File: config.mk
export PLATFORM = sky130hd
export DESIGN_NAME = pipelined_barrel_shifter
export DESIGN_NICKNAME = d
export VERILOG_FILES = /design/src/rtl/shifter_pkg.sv /design/src/rtl/pipelined_barrel_shifter_stage.sv /design/src/rtl/pipelined_barrel_shifter.sv
export SDC_FILE = /design/constraint.sdc
export NUM_CORES = 1
export LEC_CHECK = 0
export ABC_AREA = 1
export CORE_ASPECT_RATIO = 0.9
export CORE_MARGIN = 2
export CORE_UTILIZATION = 30
export CTS_BUF_LIST = sky130_fd_sc_hd__clkbuf_4 sky130_fd_sc_hd__clkbuf_8
export CTS_CLUSTER_DIAMETER = 50
export DETAILED_ROUTE_END_ITERATION = 10
export GPL_TIMING_DRIVEN = 0
export SYNTH_ARGS = -nofsm -noshare
export SYNTH_HDL_FRONTEND = slang
export SYNTH_SLANG_ARGS = --single-unit
File: constraint.sdc
create_clock -name clock -period 8.5 [get_ports clock]
set_clock_uncertainty 0.2 [all_clocks]
set_input_delay 1.7 -clock clock [delete_from_list [all_inputs] [get_ports clock]]
set_output_delay 1.7 -clock clock [all_outputs]
set_load 0.005 [all_outputs]
File: src/rtl/shifter_pkg.sv
// Shared types and mode encodings for the pipelined barrel shifter.
// Imported by the stage slice and the top level.
package shifter_pkg;

    // Operation selector carried alongside every operand in the pipe.
    typedef logic [1:0] mode_t;

    localparam mode_t MODE_SLL = 2'b00;
    localparam mode_t MODE_SRL = 2'b01;
    localparam mode_t MODE_SRA = 2'b10;
    localparam mode_t MODE_ROR = 2'b11;

endpackage

File: src/rtl/pipelined_barrel_shifter_stage.sv
// One level of the barrel shifter: conditional shift by DIST,
// followed by the {valid, data, shamt, mode} pipeline register.
module shift_stage
    import shifter_pkg::*;
#(
    parameter int WIDTH = 32,
    parameter int SHW   = 5,
    parameter int DIST  = 1,
    parameter int BIT   = 0
) (
    input  logic             clock,
    input  logic             reset,
    input  logic             up_valid,
    input  logic [WIDTH-1:0] up_data,
    input  logic [SHW-1:0]   up_shamt,
    input  mode_t            up_mode,
    input  logic             down_accept,
    output logic             valid,
    output logic [WIDTH-1:0] data,
    output logic [SHW-1:0]   shamt,
    output mode_t            mode
);

    logic [WIDTH-1:0] shifted;
    logic             accept;

    // The slot frees up when empty or when its content moves on.
    assign accept = !valid || down_accept;

    // Shift by DIST when this level's shamt bit is set.
    always_comb begin
        shifted = up_data;
        if (up_shamt[BIT]) begin
            unique case (up_mode)
                MODE_SLL: shifted = {up_data[WIDTH-DIST-1:0], {DIST{1'b0}}};
                MODE_SRL: shifted = {{DIST{1'b0}}, up_data[WIDTH-1:DIST]};
                MODE_SRA: shifted = {{DIST{up_data[WIDTH-1]}},
                                     up_data[WIDTH-1:DIST]};
                MODE_ROR: shifted = {up_data[DIST-1:0],
                                     up_data[WIDTH-1:DIST]};
                default:  shifted = up_data;
            endcase
        end
    end

    // Stage register; payload only reloads when a real op arrives.
    always_ff @(posedge clock or posedge reset) begin
        if (reset) begin
            valid <= 1'b0;
            data  <= '0;
            shamt <= '0;
            mode  <= MODE_SLL;
        end else if (accept) begin
            valid <= up_valid;
            if (up_valid) begin
                data  <= shifted;
                shamt <= up_shamt;
                mode  <= up_mode;
            end
        end
    end

endmodule

File: src/rtl/pipelined_barrel_shifter.sv
// Pipelined barrel shifter: log2(WIDTH) register stages,
// valid/ready handshake on both sides with full back-pressure.
module pipelined_barrel_shifter
    import shifter_pkg::*;
#(
    parameter  int WIDTH = 32,
    localparam int SHW   = $clog2(WIDTH)
) (
    input  logic             clock,
    input  logic             reset,
    input  logic             in_valid,
    output logic             in_ready,
    input  logic [WIDTH-1:0] in_data,
    input  logic [SHW-1:0]   in_shamt,
    input  mode_t            in_mode,
    output logic             out_valid,
    input  logic             out_ready,
    output logic [WIDTH-1:0] out_data,
    output logic             out_zero
);

    logic [SHW-1:0]            stage_valid;
    logic [SHW-1:0]            ready_chain;
    logic [SHW-1:0][WIDTH-1:0] stage_data;
    logic [SHW-1:0][SHW-1:0]   stage_shamt;
    mode_t [SHW-1:0]           stage_mode;

    for (genvar k = 0; k < SHW; k++) begin : g_stage
        // Stage k can load unless it and every stage after it
        // are full while the consumer stalls; written flat so the
        // chain has no combinational self-reference.
        assign ready_chain[k] = out_ready || !(&stage_valid[SHW-1:k]);

        logic             src_valid;
        logic [WIDTH-1:0] src_data;
        logic [SHW-1:0]   src_shamt;
        mode_t            src_mode;
        logic             nxt_accept;

        if (k == 0) begin : g_head
            assign src_valid = in_valid;
            assign src_data  = in_data;
            assign src_shamt = in_shamt;
            assign src_mode  = in_mode;
        end else begin : g_body
            assign src_valid = stage_valid[k-1];
            assign src_data  = stage_data[k-1];
            assign src_shamt = stage_shamt[k-1];
            assign src_mode  = stage_mode[k-1];
        end

        if (k == SHW - 1) begin : g_tail
            assign nxt_accept = out_ready;
        end else begin : g_mid
            assign nxt_accept = ready_chain[k+1];
        end

        shift_stage #(
            .WIDTH (WIDTH),
            .SHW   (SHW),
            .DIST  (1 << k),
            .BIT   (k)
        ) u_stage (
            .clock       (clock),
            .reset       (reset),
            .up_valid    (src_valid),
            .up_data     (src_data),
            .up_shamt    (src_shamt),
            .up_mode     (src_mode),
            .down_accept (nxt_accept),
            .valid       (stage_valid[k]),
            .data        (stage_data[k]),
            .shamt       (stage_shamt[k]),
            .mode        (stage_mode[k])
        );
    end

    assign in_ready  = ready_chain[0];
    assign out_valid = stage_valid[SHW-1];
    assign out_data  = stage_data[SHW-1];
    assign out_zero  = ~|stage_data[SHW-1];

    // Tail shamt/mode have no consumer past the last level.
    logic unused_tail;
    assign unused_tail = ^{stage_shamt[SHW-1], stage_mode[SHW-1]};

endmodule

==> reports/results.tsv, run 1 <==
stage	metric	value	unit
run_status	run status	finished, final reports clean	
clocking	CTS tree	yes	
drt	Routed WL per cell	14.1	um
grt	first-pass GRT wire length	49300	um
floorplanning	site row count	65	
layout	layout cells sized above 1	7.43	%
floorplanning	Core Region	34800	um2
floorplanning	Die Area	36600	um2
floorplanning	die width	202	um
floorplanning	Top Ports	78	
worst_setup_path	Setup crit start kind	primary input	
worst_setup_path	Crit. End Element	output pin	
layout	Nets	1712	
run	Max-cap violations	0	
clocking	clock buffer count from CTS	17	
grt	Total GRT Usage	16.8	%
sta	Max-slew headroom	62.0	%
synth	Syn Inst Count	1573	
synth	Netlist cell types	28	
power_and_ir_drop	Power Dens Cells	315	nW/um2
clocking	CTS clk-pin slew, worst paths	100	ps
drt	antenna-violating nets left	0	
sta	final period utilization	57.1	%
grt	initial antenna violation count	0	
synth	Synthesis Warnings	0	
synth	Mapped Nets	1616	
drt	first drt pass iteration count	8	
floorplanning	Die H	182	um
synth	synthesized area per cell	6.70	um2
layout	area grow syn2layout	16.9	%
sta	RSZ-0062 raised after global routing	no	
synth	Post-Syn Area	10500	um2
drt	routed via count	9974	
power_and_ir_drop	VDD IR max	0.000116	V
worst_setup_path	required time of the critical path	6600	ps
clocking	# hold bufs at CTS	0	
grt	total gr overflow	0	
layout	commonest cells after routing, fill and taps aside	nand2_1, dfrtp_1, inv_1, nand3_1, nor2_1	
sta	fmax	206	MHz
layout	fin util	35.4	%
grt	vias in the first global route	9424	
clocking	H-tree levels	4	
layout	diode count	0	
placement	Post-DP HPWL	23500	um
sta	Final Hold Viols	0	
clocking	clk sinks	183	
drt	vias per inst	4.64	
power_and_ir_drop	leakage	6.39	nW
worst_setup_path	Setup Crit Path Kind	in -> out	
clocking	clk buf depth	2	
clocking	post-CTS sizing	0	
drt	drt total wl	30300	um
sta	Slew Limit Fails	0	
worst_setup_path	r2r setup slk	6580	ps
worst_setup_path	Critical Path AT	2960	ps
synth	post-synthesis sequential area ratio	43.5	%
clocking	worst skew pair latency	480	ps
clocking	CTS root buffer	clkbuf_8	
drt	DRT iter0 DRCs	799	
placement	GPL Wtd Cong	0.916	
synth	Yosys reg bits	183	
drt	# DRC	0	
layout	most common cell after layout, fill and taps aside	nand2_1	
floorplanning	Initial Util	30.3	%
power_and_ir_drop	Final Power	3.88	mW
sta	setup TNS	0	ps
clocking	Setup Fix Bufs, Post-CTS	0	
sta	min cycle time layout	4860	ps
worst_setup_path	crit path max fanout	4	
placement	Port Buffers	76	
sta	final setup fails	0	
sta	Slew @ Worst Pin	569	ps
hold_path	min-delay worst type	reg -> reg	
grt	largest net degree at the start of global routing	110	
routing by layer:
metal	up-vias	share of wire [%]	global-route usage (%)	routed length [um]
li1	5072	-	-	-
met5	-	0	0	0
met3	39	3.8	2.19	1160
met1	4618	47	22.4	14200
met2	245	46	28.0	14000
met4	0	3.0	5.97	913
metrics by stage:
stage	hold slack [ps]	std cells	area, um2	setup slack (ps)
4_1_cts	293	2151	12300	3620
5_1_grt	313	2151	12300	3590
3_3_place_gp	265	2118	11900	-944
3_5_place_dp	267	2119	11900	3630
2_1_floorplan	249	1573	10500	1630
6_report	290	2151	12300	3640
cells by family (layout without fill, tap and decap cells):
group / count (synthesis) / after routing / synth area share [%]
AND/OR/NAND/NOR: 909 / 909 / 34.4
AO/OA/AOI/OAI: 205 / 205 / 11.0
XOR/XNOR: 1 / 1 / 0.0831
buffers and inverters: 275 / 384 / 11.0
flip-flops: 183 / 183 / 43.5
state kept, by name, summed over array words and instances (netlist names):
| signal | count |
|---|---|
| g_stage.u_stage.mode | 8 |
| g_stage.u_stage.data | 160 |
| g_stage.u_stage.valid | 5 |
| g_stage.u_stage.shamt | 10 |
path summary, 6_finish.rpt:
| kind | startpoint | end | cells after the start |
|---|---|---|---|
| worst max-delay path | out_ready | in_ready | 4 |
| worst min-delay path | g_stage[0].u_stage.data[12] | g_stage[0].u_stage.data[12] | 2 |
| worst max register to register | g_stage[4].u_stage.valid | g_stage[0].u_stage.data[17] | 8 |
| worst min register to register | g_stage[0].u_stage.data[12] | g_stage[0].u_stage.data[12] | 2 |
| max in group asynchronous | reset | g_stage[0].u_stage.data[3] | 3 |
| min in group asynchronous | reset | g_stage[4].u_stage.data[20] | 2 |
power by group:
group / total (mW) / internal [mW] / switching, mW / leakage [nW]
combinational: 1.82 / 0.669 / 1.15 / 3.93
sequential: 1.47 / 1.19 / 0.278 / 2.26
clock: 0.596 / 0.226 / 0.370 / 0.197
total: 3.88 / 2.09 / 1.79 / 6.39
synth_stat cells (all sizes together):
master,count,area share (%)
o21ai,110,5.9
o211ai,7,0.50
nand4,3,0.18
a22oi,14,1.0
inv,185,6.6
nand3,140,6.7
dfrtp,183,43
xor2,1,0.083
buf,59,3.3
a31oi,2,0.18
a21oi,72,3.4
nor2,85,3.1
clkbuf,31,1.1
nand2,679,24
or2,1,0.059
nor3,1,0.047
cell type report:
class,count,area [um2]
fillers,3908,22500
clock inverters,14,158
multi-input cells,1115,4800
well taps,469,587
clock buffers,18,241
inverters,185,702
flip-flops and latches,183,4580
repair buffers,77,788
plain buffers,90,467
worst max-delay path: stages:
cell and delay (ps):
clkdlybuf4s50_1 490, inv_1 110, nand3_2 140, clkdlybuf4s50_1 510
Note: power is estimated with default switching activity, not from simulation.
==> run 2: changes to the inputs <==
==> constraint.sdc (replaced) <==
create_clock -name clock -period 4.8 [get_ports clock]
set_clock_uncertainty 0.2 [all_clocks]
set_input_delay 0.96 -clock clock [delete_from_list [all_inputs] [get_ports clock]]
set_output_delay 0.96 -clock clock [all_outputs]
set_load 0.005 [all_outputs]
==> run 2 against run 1 <==
  * Routed wire length up 2.1%
  * Cell count grew 0.19%
  * Largest cell class unchanged
  * Highest routed layer unchanged
  * Sequential power increased by 77%
  * Via count fell by 0.65%
  * Core utilization up 0.25 points
  * Non-clock buffer count grew 4
==> reports/results.tsv, run 2 (synthesized netlist as in run 1, its figures left out) <==
stage	metric	value	unit	change
floorplanning	die width	202	um	unchanged
worst_setup_path	r2r setup slk	2820	ps	-3760 ps
placement	GPL Wtd Cong	0.919		+0.27%
placement	post-place setup slack	1400	ps	-2230 ps
grt	first-pass GRT wire length	50800	um	+3.1%
clocking	# hold bufs at CTS	0		unchanged
floorplanning	Top Ports	78		unchanged
clocking	CTS tree	yes		
worst_setup_path	worst r2r path cells	8		unchanged
layout	Multi-input gate area	4800	um2	unchanged
layout	Nets	1716		+0.23%
drt	antenna-violating nets left	0		unchanged
sta	Final Hold Viols	0		unchanged
drt	first drt pass iteration count	5		-3
sta	min cycle time layout	3410	ps	
worst_setup_path	critical path's top delay family	buffers and inverters		
worst_setup_path	Crit. End Element	output pin		
clocking	CTS root buffer	clkbuf_8		
run_status	run status	finished, final reports clean		
layout	commonest cells after routing, fill and taps aside	nand2_1, dfrtp_1, inv_1, nand3_1, nor2_1		
drt	Routed WL per cell	14.4	um	+1.9%
drt	vias per inst	4.60		-0.84%
worst_setup_path	crit path max fanout	4		unchanged
power_and_ir_drop	leakage	6.42	nW	+0.42%
drt	drt total wl	31000	um	+2.1%
clocking	Setup Fix Bufs, Post-CTS	0		unchanged
worst_setup_path	CP max-delay cell	clkdlybuf4s50_1		
sta	Slew @ Worst Pin	565	ps	-4.48 ps
worst_setup_path	Setup crit start kind	primary input		
worst_setup_path	Crit Reg-Reg Startpoint	g_stage[4].u_stage.valid		
floorplanning	site row count	65		unchanged
drt	routed via count	9909		-0.65%
sta	hold slack final	285	ps	-5.48 ps
sta	fmax	293	MHz	
power_and_ir_drop	Power Dens Cells	562	nW/um2	+78%
worst_setup_path	required time of the critical path	3640	ps	-2960 ps
layout	biggest regs	g_stage.u_stage.data: 160 flops, g_stage.u_stage.shamt: 10 flops, g_stage.u_stage.mode: 8 flops		
sta	RSZ-0062 raised after global routing	no		
floorplanning	Die Area	36600	um2	unchanged
layout	Largest register FFs	160		unchanged
floorplanning	Initial Util	30.3	%	unchanged
worst_setup_path	Setup Crit Path Kind	in -> out		
run	Max-cap violations	0		unchanged
clocking	clk buf depth	2		unchanged
layout	Filler Cell Count	3875		-0.84%
layout	Sequential Area	4580	um2	unchanged
worst_setup_path	Worst Setup SP	out_ready		
clocking	post-CTS sizing	0		unchanged
layout	most common cell after layout, fill and taps aside	nand2_1		
worst_setup_path	Critical Path AT	2250	ps	-710 ps
sta	final period utilization	71.0	%	
power_and_ir_drop	VDD IR max	0.000169	V	+46%
clocking	H-tree levels	4		unchanged
clocking	worst skew pair latency	500	ps	+20 ps
worst_setup_path	reg2reg end	g_stage[0].u_stage.data[25]		
grt	initial antenna violation count	0		unchanged
drt	# DRC	0		unchanged
sta	Max-slew headroom	62.3	%	+0.22 points
worst_setup_path	Buf+Inv Stages, Crit Path	3		unchanged
floorplanning	Die H	182	um	unchanged
clocking	CTS clk-pin slew, worst paths	80	ps	-20 ps
hold_path	min-delay worst type	reg -> reg		
sta	final setup fails	0		unchanged
grt	total gr overflow	0		unchanged
layout	diode count	0		unchanged
clocking	clock buffer count from CTS	17		unchanged
grt	Total GRT Usage	17.5	%	+0.67 points
sta	setup TNS	0	ps	unchanged
floorplanning	Core Region	34800	um2	unchanged
layout	area grow syn2layout	17.7	%	
drt	DRT iter0 DRCs	791		-1.0%
sta	Slew Limit Fails	0		unchanged
sta	slack of the critical path	1390	ps	-2250 ps
layout	Reg with most FFs	g_stage.u_stage.data		
clocking	clk sinks	183		unchanged
worst_setup_path	CP cell instances	clkdlybuf4s50_1, inv_1, nand3_2, clkdlybuf4s50_1		
grt	largest net degree at the start of global routing	42		-62%
worst_setup_path	Max stage delay on crit path	510	ps	about the same
worst_setup_path	Worst setup endpoint	in_ready		
layout	layout cells sized above 1	7.65	%	+0.22 points
grt	vias in the first global route	9740		+3.4%
worst_setup_path	most frequent CP cell	clkdlybuf4s50_1		
placement	Port Buffers	76		unchanged
worst_setup_path	CP Depth	4		unchanged
placement	Post-DP HPWL	24100	um	+2.8%
## run 2: cell types whose count changed in the layout (fill, tap and decap cells not counted)
cell        before  now
clkinv_8         3    0
inv_8            7    0
clkinvlp_4       2    6
clkinv_4         2    3
clkinv_2         0    1
buf_12           0    5
inv_6            1    2
buf_16           1    0
bufinv_16        0    3
## run 2: routing by layer
layer / track usage [%] / wire length (um) / up-vias
li1: - / - / 5073
met1: 22.5 / 14300 / 4561
met2: 28.9 / 14400 / 227
met3: 2.66 / 1080 / 48
met4: 8.12 / 1190 / 0
met5: 0 / 0 / -
## run 2: where the power goes
part	switching, mW	internal [mW]
Combinational	2.05	1.19
Sequential	0.494	2.11
Clock	0.607	0.524
## run 2: worst register-to-register path, stage by stage (launching register included)
cell and delay [ps]:
dfrtp_1 400, nand2_1 90, nor2_1 250, nand3_2 180, nand2_2 260, inv_2 180
buf_6 180, nand2_1 80, nand2_1 50
## run 2: area by class of cell
cell class | count | share of cell area, %
Clock buffer | 18 | 1.95
Buffer | 90 | 3.76
Tap cell | 469 | 4.73
Timing Repair Buffer | 81 | 6.94
Sequential cell | 183 | 36.9
Clock inverter | 14 | 1.42
Inverter | 185 | 5.63
Multi-Input combinational cell | 1115 | 38.7
## run 2: worst min-delay path by stage
stage | start | end | slack (ps) | cells past startpoint
2_1_floorplan | g_stage[0].u_stage.data[10] | g_stage[0].u_stage.data[10] | 250 | 2
3_3_place_gp | g_stage[0].u_stage.data[5] | g_stage[0].u_stage.data[5] | 270 | 2
3_5_place_dp | g_stage[0].u_stage.data[6] | g_stage[0].u_stage.data[6] | 270 | 2
4_1_cts | g_stage[0].u_stage.data[6] | g_stage[0].u_stage.data[6] | 290 | 2
5_1_grt | g_stage[0].u_stage.data[22] | g_stage[0].u_stage.data[22] | 310 | 2
6_report | g_stage[0].u_stage.data[13] | g_stage[0].u_stage.data[13] | 280 | 2
## run 2: stage by stage
stage,area [um2],total power [mW],util [%],cells
global route,12400,7.57,35.6,2155
floorplan,10500,4.63,-,1573
detailed placement,12000,5.85,34.4,2123
finish,12400,6.97,35.6,2155
global placement,11900,5.80,34.2,2118
CTS,12400,7.01,35.6,2155
